`config.mk`:
```
export PLATFORM = sky130hd
export DESIGN_NAME = segment_led_scanner
export DESIGN_NICKNAME = d
export VERILOG_FILES = /design/src/rtl/segment_led_scanner.sv
export SDC_FILE = /design/constraint.sdc
export NUM_CORES = 1
export LEC_CHECK = 0
export CORE_ASPECT_RATIO = 0.5
export CORE_MARGIN = 1.5
export CORE_UTILIZATION = 35
export DETAILED_ROUTE_END_ITERATION = 8
export SYNTH_ARGS = -nofsm -noshare
export SYNTH_HDL_FRONTEND = slang
export SYNTH_SLANG_ARGS = --single-unit
```
`constraint.sdc`:
```
create_clock -name clock -period 3.95 [get_ports clock]
set_clock_uncertainty 0.05 [all_clocks]
set_input_delay 0.395 -clock clock [delete_from_list [all_inputs] [get_ports clock]]
set_output_delay 0.395 -clock clock [all_outputs]
set_load 0.005 [all_outputs]
```
`src/rtl/segment_led_scanner.sv`:
```
// Multiplexed 7-segment/LED scanner: per-digit time slots with a ghost-suppression
// blank, PWM brightness, and a double-buffered display image swapped at frame boundaries.
module segment_led_scanner #(
  parameter int NUMBER_OF_SEGMENTS = 8,
  parameter int NUMBER_OF_DIGITS   = 4,
  parameter int SEGMENT_ACTIVE_LOW = 0,
  parameter int DIGIT_ACTIVE_LOW   = 1,
  parameter int SCAN_DIVIDER       = 1024,
  parameter int BLANK_CYCLES       = 16,
  parameter int BRIGHTNESS_BITS    = 4
) (
  input  logic                          clock,
  input  logic                          reset,
  input  logic [NUMBER_OF_SEGMENTS-1:0] digits [0:NUMBER_OF_DIGITS-1],
  input  logic [NUMBER_OF_DIGITS-1:0]   digit_enable,
  input  logic                          update_valid,
  output logic                          update_ready,
  input  logic [BRIGHTNESS_BITS-1:0]    brightness,
  output logic [NUMBER_OF_SEGMENTS-1:0] segment_out,
  output logic [NUMBER_OF_DIGITS-1:0]   digit_selector_out,
  output logic                          frame_done
);

  localparam int SLOT_W  = (SCAN_DIVIDER > 1) ? $clog2(SCAN_DIVIDER) : 1;
  localparam int IDX_W   = $clog2(NUMBER_OF_DIGITS);
  localparam int PHASE_W = (SLOT_W > BRIGHTNESS_BITS) ? SLOT_W : BRIGHTNESS_BITS;

  localparam logic [SLOT_W-1:0] SLOT_LAST = SLOT_W'(SCAN_DIVIDER - 1);
  localparam logic [SLOT_W-1:0] BLANK_END = SLOT_W'(BLANK_CYCLES);
  localparam logic [IDX_W-1:0]  IDX_LAST  = IDX_W'(NUMBER_OF_DIGITS - 1);

  localparam logic [NUMBER_OF_SEGMENTS-1:0] SEG_POL =
    {NUMBER_OF_SEGMENTS{(SEGMENT_ACTIVE_LOW != 0)}};
  localparam logic [NUMBER_OF_DIGITS-1:0] DIG_POL =
    {NUMBER_OF_DIGITS{(DIGIT_ACTIVE_LOW != 0)}};

  logic [SLOT_W-1:0]             slot_count;
  logic [IDX_W-1:0]              digit_index;
  logic [BRIGHTNESS_BITS-1:0]    brightness_latched;

  logic [NUMBER_OF_SEGMENTS-1:0] active_buf  [0:NUMBER_OF_DIGITS-1];
  logic [NUMBER_OF_DIGITS-1:0]   active_en;
  logic [NUMBER_OF_SEGMENTS-1:0] pending_buf [0:NUMBER_OF_DIGITS-1];
  logic [NUMBER_OF_DIGITS-1:0]   pending_en;
  logic                          pending_flag;
  logic                          ready_q;

  logic                          slot_last;
  logic                          frame_boundary;
  logic [PHASE_W-1:0]            phase_offset;
  logic                          lit_p0;
  logic                          transfer;
  logic                          pending_next;

  logic [NUMBER_OF_SEGMENTS-1:0] segment_p1;
  logic [NUMBER_OF_DIGITS-1:0]   digit_p1;
  logic                          frame_done_p1;

  // Stage p0: slot/phase decode from the current counters
  always_comb begin
    slot_last      = (slot_count == SLOT_LAST);
    frame_boundary = slot_last && (digit_index == IDX_LAST);
    phase_offset   = PHASE_W'(slot_count) - PHASE_W'(BLANK_CYCLES);
    lit_p0         = !(slot_count < BLANK_END)
                     && (phase_offset[BRIGHTNESS_BITS-1:0] < brightness_latched)
                     && active_en[digit_index];
    transfer       = update_valid && ready_q;
    pending_next   = pending_flag;
    if (transfer)
      pending_next = 1'b1;
    else if (frame_boundary && pending_flag)
      pending_next = 1'b0;
  end

  always_ff @(posedge clock) begin
    if (reset) begin
      slot_count  <= '0;
      digit_index <= '0;
    end else if (slot_last) begin
      slot_count  <= '0;
      digit_index <= (digit_index == IDX_LAST) ? '0 : digit_index + IDX_W'(1);
    end else begin
      slot_count  <= slot_count + SLOT_W'(1);
    end
  end

  // Brightness only changes at a slot start so a slot never mixes two duties.
  always_ff @(posedge clock) begin
    if (reset)
      brightness_latched <= '0;
    else if (slot_count == '0)
      brightness_latched <= brightness;
  end

  always_ff @(posedge clock) begin
    if (reset) begin
      pending_flag <= 1'b0;
      ready_q      <= 1'b0;
    end else begin
      pending_flag <= pending_next;
      ready_q      <= !pending_next;
    end
  end

  always_ff @(posedge clock) begin
    if (transfer) begin
      pending_buf <= digits;
      pending_en  <= digit_enable;
    end
  end

  // A transfer can only happen while nothing is pending, so the copy below
  // never picks up data accepted on the boundary cycle itself.
  always_ff @(posedge clock) begin
    if (reset) begin
      for (int i = 0; i < NUMBER_OF_DIGITS; i++)
        active_buf[i] <= '0;
      active_en <= '1;
    end else if (frame_boundary && pending_flag) begin
      active_buf <= pending_buf;
      active_en  <= pending_en;
    end
  end

  // Stage p1: registered drive, polarity applied after the register
  always_ff @(posedge clock) begin
    if (reset) begin
      segment_p1    <= '0;
      digit_p1      <= '0;
      frame_done_p1 <= 1'b0;
    end else begin
      segment_p1    <= lit_p0 ? active_buf[digit_index] : '0;
      digit_p1      <= lit_p0 ? (NUMBER_OF_DIGITS'(1) << digit_index) : '0;
      frame_done_p1 <= frame_boundary;
    end
  end

  assign segment_out        = segment_p1 ^ SEG_POL;
  assign digit_selector_out = digit_p1 ^ DIG_POL;
  assign frame_done         = frame_done_p1;
  assign update_ready       = ready_q;

endmodule

```
Word level (Yosys, flattened, before mapping)
Index checks and enable logic that the tools add are counted.
{"block": "word_totals", "out_inout_bits": 14, "inputBits": 43, "elab_cells": 49, "ff_bits": 103}
{"block": "classes", "reduce_logical": 10, "addsub": 3, "mux": 8, "eq_ne": 2, "bitwise": 3, "magnitude_cmp": 4, "shifts": 1}
{"operator": "$bmux 8 s2", "n": 1}
{"operator": "$mux 8", "n": 2}
{"operator": "$add 10x1->10 const B", "n": 1}
{"operator": "$eq 10x10->1 const B", "n": 1}
{"operator": "$logic_not 10->1", "n": 1}
{"operator": "$lt 10x5->1 const B", "n": 1}
{"operator": "$logic_and 1x1->1", "n": 5}
{"operator": "$lt 4x4->1", "n": 1}
{"operator": "$not 4->4", "n": 1}
{"operator": "$reduce_or 2->1", "n": 2}
{"operator": "$shl 1x2->4 const A", "n": 1}
{"operator": "$sub 4x1->4 const B", "n": 1}
{"operator": "$ge 3x3->1 const B", "n": 1}
{"operator": "$lt 2x3->1 const B", "n": 1}
{"operator": "$mux 1", "n": 3}
{"operator": "$not 2->3", "n": 1}
{"operator": "$add 2x1->2 const B", "n": 1}
{"operator": "$bmux 1 s2", "n": 1}
{"operator": "$eq 2x2->1 const B", "n": 1}
{"operator": "$logic_not 1->1", "n": 2}
{"operator": "$mux 2", "n": 1}
{"operator": "$not 1->1", "n": 1}

Depth between registers and ports, before layout
Gate-level depths: netlist of the first run.
{"block": "logic_depth", "depth_word": 6, "depth_mapped": 7, "ltp_nobuf": 5}

Worst setup path before layout of the first run
OpenSTA, ideal clock, no wires.
{"block": "synth_timing", "path_kind": "flip-flop to flip-flop", "from": "reg slot_count[0]", "to": "reg active_buf[12] (netlist name)", "path_stages_with_launch": 8, "slack_ns": 2.080, "t_arrival_ns": 1.688, "path_buffers": 2, "required_ns": 3.768, "cell_sequence": "dfxtp_1 ha_1 nand3_4 or4_1 buf_6 clkbuf_8 nand2_1 a21oi_1"}
{"block": "synth_via", "elab_chain_len": 3}
{"item": "start, declared", "line_no": "37", "text": "logic [SLOT_W-1:0] slot_count;"}
{"item": "start signal, assigned", "line_no": "83", "text": "slot_count <= slot_count + SLOT_W'(1);"}
{"item": "$eq 10x10->1", "line_no": "61", "text": "slot_last = (slot_count == SLOT_LAST);"}
{"item": "$logic_and 1x1->1", "line_no": "62", "text": "frame_boundary = slot_last && (digit_index == IDX_LAST);"}
{"item": "$logic_and 1x1->1", "line_no": "119", "text": "end else if (frame_boundary && pending_flag) begin"}
{"item": "end signal, assigned", "line_no": "120", "text": "active_buf <= pending_buf;"}
{"item": "end, declared", "line_no": "41", "text": "logic [NUMBER_OF_SEGMENTS-1:0] active_buf [0:NUMBER_OF_DIGITS-1];"}
No other way between the ends.
A chain may end at the register's enable or synchronous reset.

Worst setup path after layout of the first run
{"block": "layout_timing", "from": "reg digit_index[0]", "to": "reg active_buf[8] (netlist name)"}
{"block": "layout_via", "elab_chain_len": 3}
{"item": "start, declared", "line_no": "38", "text": "logic [IDX_W-1:0] digit_index;"}
{"item": "start signal, assigned", "line_no": "81", "text": "digit_index <= (digit_index == IDX_LAST) ? '0 : digit_index + IDX_W'(1);"}
{"item": "$eq 2x2->1", "line_no": "62"}
{"item": "$logic_and 1x1->1", "line_no": "62"}
{"item": "$logic_and 1x1->1", "line_no": "119"}
No other way between the ends.

==> flow_summary.ini, run 1 <==
[clock_network]
cts.root.buffer_cell = clkbuf_16
postCtsHoldBufs = 0
cts_htree_levels = 3
clkSinkCount = 103
tritoncts = built
worstSkewPairLatency_ns = 0.35
postCtsSetupRepairBufs = 0
clock_path_buffers = 2
path_clk_slew_ns = 0.06
cts-buffers-inserted = 9
ctsResizeCount = 0

[power]
power_frac_comb = 0.049
p_clk_frac = 0.429
sequentialPowerShare = 0.522
leakagePower_nw = 1.63
max-vdd-ir-drop_mv = 0.219
power.density_nw_per_um2 = 449
power.switching_mw = 0.444
p_int_mw = 1.74
switching_share = 0.204

[setup_path]
crit_path_max_fanout = 36
cp_num_cells = 7
crit_arrival_ns = 2.28
cp_top_family = simple AND/OR/NAND/NOR gates
path_buf_inv = 2
cp.required_ns = 4.10
path_common_cell = buf_4
cp_slowest_cell = or4_1
end_kind = flop
reg2reg_depth = 7
critical_path.cell_chain = buf_4 > ha_1 > nand3_1 > or4_1 > buf_4 > nand2_1 > a21oi_1
cp-start-kind = flop
setup.worst_path.class = reg2reg
slowest_delay_ns = 0.43

[synthesis]
syn_area_um2 = 3880
ys_ff_latch = 103
postSynthNetCount = 387
netlist.area_leader.share = 0.346
synthDistinctLibCells = 39
avgSynthCellArea_um2 = 11.5
synthTopCellsByArea = dfxtp_1, edfxtp_1, nand2_1, mux4_2, a21oi_1
synthCells = 338
yosys_warnings = 0
yosysTopAreaCell = dfxtp_1
synth-seq-area-share = 0.625

[route]
ant_nets = 0
wl_um = 7490
drcViolationCount = 0
wire_per_inst_um = 13.9
vias = 2516
first_pass_iters = 4
via_per_inst = 4.69
dr.first_iter.drc_count = 143

[sta]
maxSlewHeadroom = 0.255
hold_violations = 0
setup_viol = 0
tightest_slew_ns = 1.12
fin_crit_sh = 0.540
fmax_mhz = 469
tns_ns = 0
fin_crit_ns = 2.13
fin_ws_ns = 1.82
maxSlewViolCount = 0
rsz0062_at_grt = false

[finish]
drive_above_1_share = 0.106
multiInputGateArea_um2 = 1280
nNetsFinal = 441
diodes = 0
seq_area_um2 = 2420
area_growth_pct = 25.1
fillerInstances = 965

[place]
post-place-ws_ns = 1.59
globalplace.congestion = 0.711
dp_hpwl_um = 4740
io_buffer_count = 56

[floorplanning]
start_util = 0.370
io_pins = 57
coreArea_um2 = 10500
rows = 26
die_h_um = 77.4
die_w_um = 152
die_area_um2 = 11800

[grt]
grt_util_met2 = 0.220
track_usage = 0.138
grtUsageMet1 = 0.173
grt_pass1_wl_um = 12400
grt-busiest-layer = met2
grt_pass1_vias = 2386
overflow = 0
met3_usage = 0.0469
grt_max_degree = 61
antenna_found_initial = 0

[run_status]
outcome = finished clean

[run]
maxCapViolCount = 0

[min_path]
whs_path_depth = 2
hold_class = reg2reg
## kinds of logic after synthesis
| kind of cell | Yosys count | share of synthesized area |
|---|---|---|
| mux | 16 | 0.0675 |
| buf+inv | 32 | 0.0439 |
| flops | 103 | 0.625 |
| fa+ha+maj | 6 | 0.0194 |
| compound gates | 44 | 0.0597 |
| xor+xnor | 6 | 0.0136 |
| simple gates | 131 | 0.171 |
## final cells by class
class,instances,area share
inverters,12,0.00929
multi-input cells,203,0.265
flip-flops and latches,103,0.500
clock buffers,11,0.0480
repair buffers,63,0.125
well taps,140,0.0361
clock inverters,5,0.0168
## cell usage after synthesis
master / number
dfxtp_1: 67
nand2_1: 69
buf_8: 1
and3_2: 1
buf_1: 1
a211oi_1: 1
nor2_1: 20
clkbuf_1: 8
nand4_1: 2
and2_1: 1
inv_1: 12
and4_2: 1
nor4b_1: 2
nor3_1: 10
nand3_2: 1
or3_2: 1
xor2_1: 4
ha_1: 6
mux2_2: 1
nand3_4: 1
mux2i_1: 7
a22oi_1: 1
edfxtp_1: 36
o211ai_1: 1
a311oi_1: 1
mux4_2: 8
nor3_2: 4
nor4_4: 2
nor4_1: 2
nand3_1: 4
clkbuf_8: 2
xnor2_1: 2
buf_4: 1
buf_2: 6
a21oi_1: 35
or4_1: 1
nor3b_1: 9
buf_6: 1
o21ai_0: 5
## worst min-delay path, stage by stage, from the launching register on
cell     delay (ns)
dfxtp_1        0.31
nand2_1        0.05
a21oi_1        0.05
## per-layer routing
layer	vias to the layer above	share of wire
met5	-	0
met4	0	0.016
met3	10	0.046
met2	56	0.45
met1	1170	0.48
li1	1280	-
## through the flow
stage                     power, mW  hold WS [ns]   util  cell area (um^2)  instances
final                          2.18         0.402  0.463              4850        537
after global routing           2.26         0.415  0.463              4850        537
after CTS                      2.20         0.403  0.463              4850        537
after detailed placement       1.27         0.394  0.433              4530        521
after global placement         1.27         0.390  0.433              4530        521
after floorplan                1.21         0.383      -              3880        338
## power groups by stage
stage	Sequential (mW)	Clock [mW]	Combinational [mW]
final	1.14	0.934	0.108
after global routing	1.14	1.00	0.119
after CTS	1.14	0.956	0.109
after detailed placement	1.16	0	0.109
after global placement	1.16	0	0.107
after floorplan	1.16	0	0.0497
## layout by cell type (no fill, tap or decap), types with 2 or more instances in the layout
cell | synthesis | final
bufinv_16 | 0 | 2
nor3_1 | 10 | 10
mux4_2 | 8 | 8
o21ai_0 | 5 | 5
edfxtp_1 | 36 | 36
nor4_4 | 2 | 2
nor2_1 | 20 | 20
clkbuf_1 | 8 | 2
nor4_1 | 2 | 2
nand3_1 | 4 | 4
nand4_1 | 2 | 2
clkdlybuf4s50_1 | 0 | 55
xor2_1 | 4 | 4
nor3b_1 | 9 | 9
clkbuf_16 | 0 | 9
a21oi_1 | 35 | 35
buf_4 | 1 | 7
nand2_1 | 69 | 69
dfxtp_1 | 67 | 67
nor3_2 | 4 | 4
mux2i_1 | 7 | 7
xnor2_1 | 2 | 2
nor4b_1 | 2 | 2
ha_1 | 6 | 6
inv_1 | 12 | 12
## registers in the layout, summed over array words and instances, names as in the netlist
name,cells
active_buf,32
pending_buf,32
slot_count,10
segment_out,8
active_en,4
brightness_latched,4
digit_p1,4
pending_en,4
digit_index,2
frame_done,1
pending_flag,1
update_ready,1
## worst paths after layout
kind / start / end / slack (ns)
setup / recovery: digit_index[0]$_SDFFE_PP0N_ / active_buf[8]$_SDFFE_PP0P_ / 1.82
hold / removal: active_buf[17]$_SDFFE_PP0P_ / active_buf[17]$_SDFFE_PP0P_ / 0.40
setup reg to reg: digit_index[0]$_SDFFE_PP0N_ / active_buf[8]$_SDFFE_PP0P_ / 1.82
hold reg to reg: active_buf[17]$_SDFFE_PP0P_ / active_buf[17]$_SDFFE_PP0P_ / 0.40
(Power assumes the default switching activity.)
==> run 2: changes to the inputs <==
- clock period: 3.95 -> 1.9 ns (I/O delays scaled with it)
==> run 2 against run 1 <==
Die area is the same. Sequential power increased by 110%. Via count grew 1.8%. Sequential share of layout area fell by 1.3 points. Cell count rose by 2.6%. Largest power group unchanged. Highest routed layer unchanged.
==> flow_summary.ini, run 2 (synthesis results as in run 1) <==
[finish]
diodes = 0
fillerInstances = 974
top_regs = active_buf (32), pending_buf (32), slot_count (10)
nNetsFinal = 455
area_growth_pct = 28.5
final_common_cell = nand2_1
drive_above_1_share = 0.144
layout_common_cells = nand2_1, dfxtp_1, clkdlybuf4s50_1, edfxtp_1, a21oi_1

[floorplanning]
die_h_um = 77.4
io_pins = 57
die_w_um = 152
coreArea_um2 = 10500
rows = 26
die_area_um2 = 11800
start_util = 0.370

[setup_path]
slowest_delay_ns = 0.46
crit_path_max_fanout = 20
path_buf_inv = 1
cp-start-kind = flop
setup.worst_path.class = reg2reg
cp_slowest_cell = or4_1
cp.required_ns = 2.05
end_kind = flop
crit_arrival_ns = 1.94
cp_top_family = simple AND/OR/NAND/NOR gates
critical_path.cell_chain = ha_2 > nand3_1 > or4_1 > buf_4 > nand2_1 > a21oi_1

[route]
via_per_inst = 4.65
vias = 2561
wire_per_inst_um = 13.3
ant_nets = 0
wl_um = 7340
first_pass_iters = 4
drcViolationCount = 0
dr.first_iter.drc_count = 155

[power]
sequentialPowerShare = 0.525
power_mw = 4.49
power.density_nw_per_um2 = 901
power.switching_mw = 0.945
switching_share = 0.211
p_clk_frac = 0.419
leakagePower_nw = 1.70
p_int_mw = 3.54
power_frac_comb = 0.056
max-vdd-ir-drop_mv = 0.421

[grt]
grt_max_degree = 60
track_usage = 0.133
grt_pass1_vias = 2365
antenna_found_initial = 0
grt_util_met2 = 0.192
met3_usage = 0.0430
overflow = 0
grtUsageMet1 = 0.186
grt_pass1_wl_um = 12100
grt-busiest-layer = met2

[sta]
hold_violations = 0
fin_crit_ns = 1.78
maxSlewHeadroom = 0.571
tns_ns = 0
fmax_mhz = 560
maxSlewViolCount = 0
fin_crit_sh = 0.939
setup_viol = 0
tightest_slew_ns = 0.644

[clock_network]
path_clk_slew_ns = 0.07
tritoncts = built
cts.root.buffer_cell = clkbuf_16
worstSkewPairLatency_ns = 0.35
cts-buffers-inserted = 9
cts_htree_levels = 3
clock_path_buffers = 2
postCtsHoldBufs = 0
clkSinkCount = 103

[run]
maxCapViolCount = 0

[place]
io_buffer_count = 56
globalplace.congestion = 0.779
dp_hpwl_um = 4960

[min_path]
hold_class = in2reg

[run_status]
outcome = finished clean
run 2: layer usage:
metal,vias to the layer above,part of all wire,routed length (um)
li1,1308,-,-
met1,1192,0.50,3680
met2,52,0.44,3220
met3,9,0.046,334
met4,0,0.014,100
met5,-,0,0
run 2: worst paths after layout:
path	start	to	slack (ns)	cells past startpoint
worst max-delay path	digit_index[0]$_SDFFE_PP0N_	active_buf[12]$_SDFFE_PP0P_	0.12	6
worst min-delay path	reset	segment_out[7]$_SDFF_PP0_	0.31	5
worst max register to register	digit_index[0]$_SDFFE_PP0N_	active_buf[12]$_SDFFE_PP0P_	0.12	6
worst min register to register	active_buf[17]$_SDFFE_PP0P_	active_buf[17]$_SDFFE_PP0P_	0.40	2
run 2: what timing repair did:
item / CTS / global route
setup buffers: 0 / 0
gates resized for setup: 0 / 3
endpoints found under the setup margin: 0 / 26
hold endpoints to repair: 0 / 0
run 2: final cells by class:
class / instances / area [um^2] / share of cell area
multi-input combinational: 203 / 1290 / 0.259
inverter: 12 / 45.0 / 0.00905
sequential: 103 / 2420 / 0.486
timing repair buffer: 77 / 742 / 0.149
tap: 140 / 175 / 0.0352
clock inverter: 5 / 63.8 / 0.0128
clock buffer: 11 / 243 / 0.0487
run 2: power by group through the flow:
stage / combinational, mW / clock [mW] / sequential, mW
global route: 0.277 / 2.01 / 2.36
CTS: 0.255 / 1.93 / 2.36
global placement: 0.251 / 0 / 2.41
floorplan: 0.103 / 0 / 2.41
detailed placement: 0.254 / 0 / 2.41
finish: 0.252 / 1.88 / 2.36
run 2: worst reg2reg max path, cell delays in order (launching register included):
cell,delay [ns]
dfxtp_1,0.37
ha_2,0.23
nand3_1,0.14
or4_1,0.46
buf_4,0.23
nand2_1,0.10
a21oi_1,0.06
run 2: metrics by stage:
step / std cells / hold slack (ns) / worst slack, ns / cell area (um^2) / util
5_1_grt: 551 / 0.332 / -0.0177 / 4980 / 0.475
4_1_cts: 551 / 0.324 / 0.0745 / 4970 / 0.475
6_report: 551 / 0.307 / 0.116 / 4980 / 0.475
3_3_place_gp: 535 / 0.389 / 0.141 / 4660 / 0.445
2_1_floorplan: 338 / 0.239 / 0.0295 / 3880 / -
3_5_place_dp: 535 / 0.393 / 0.0981 / 4660 / 0.445
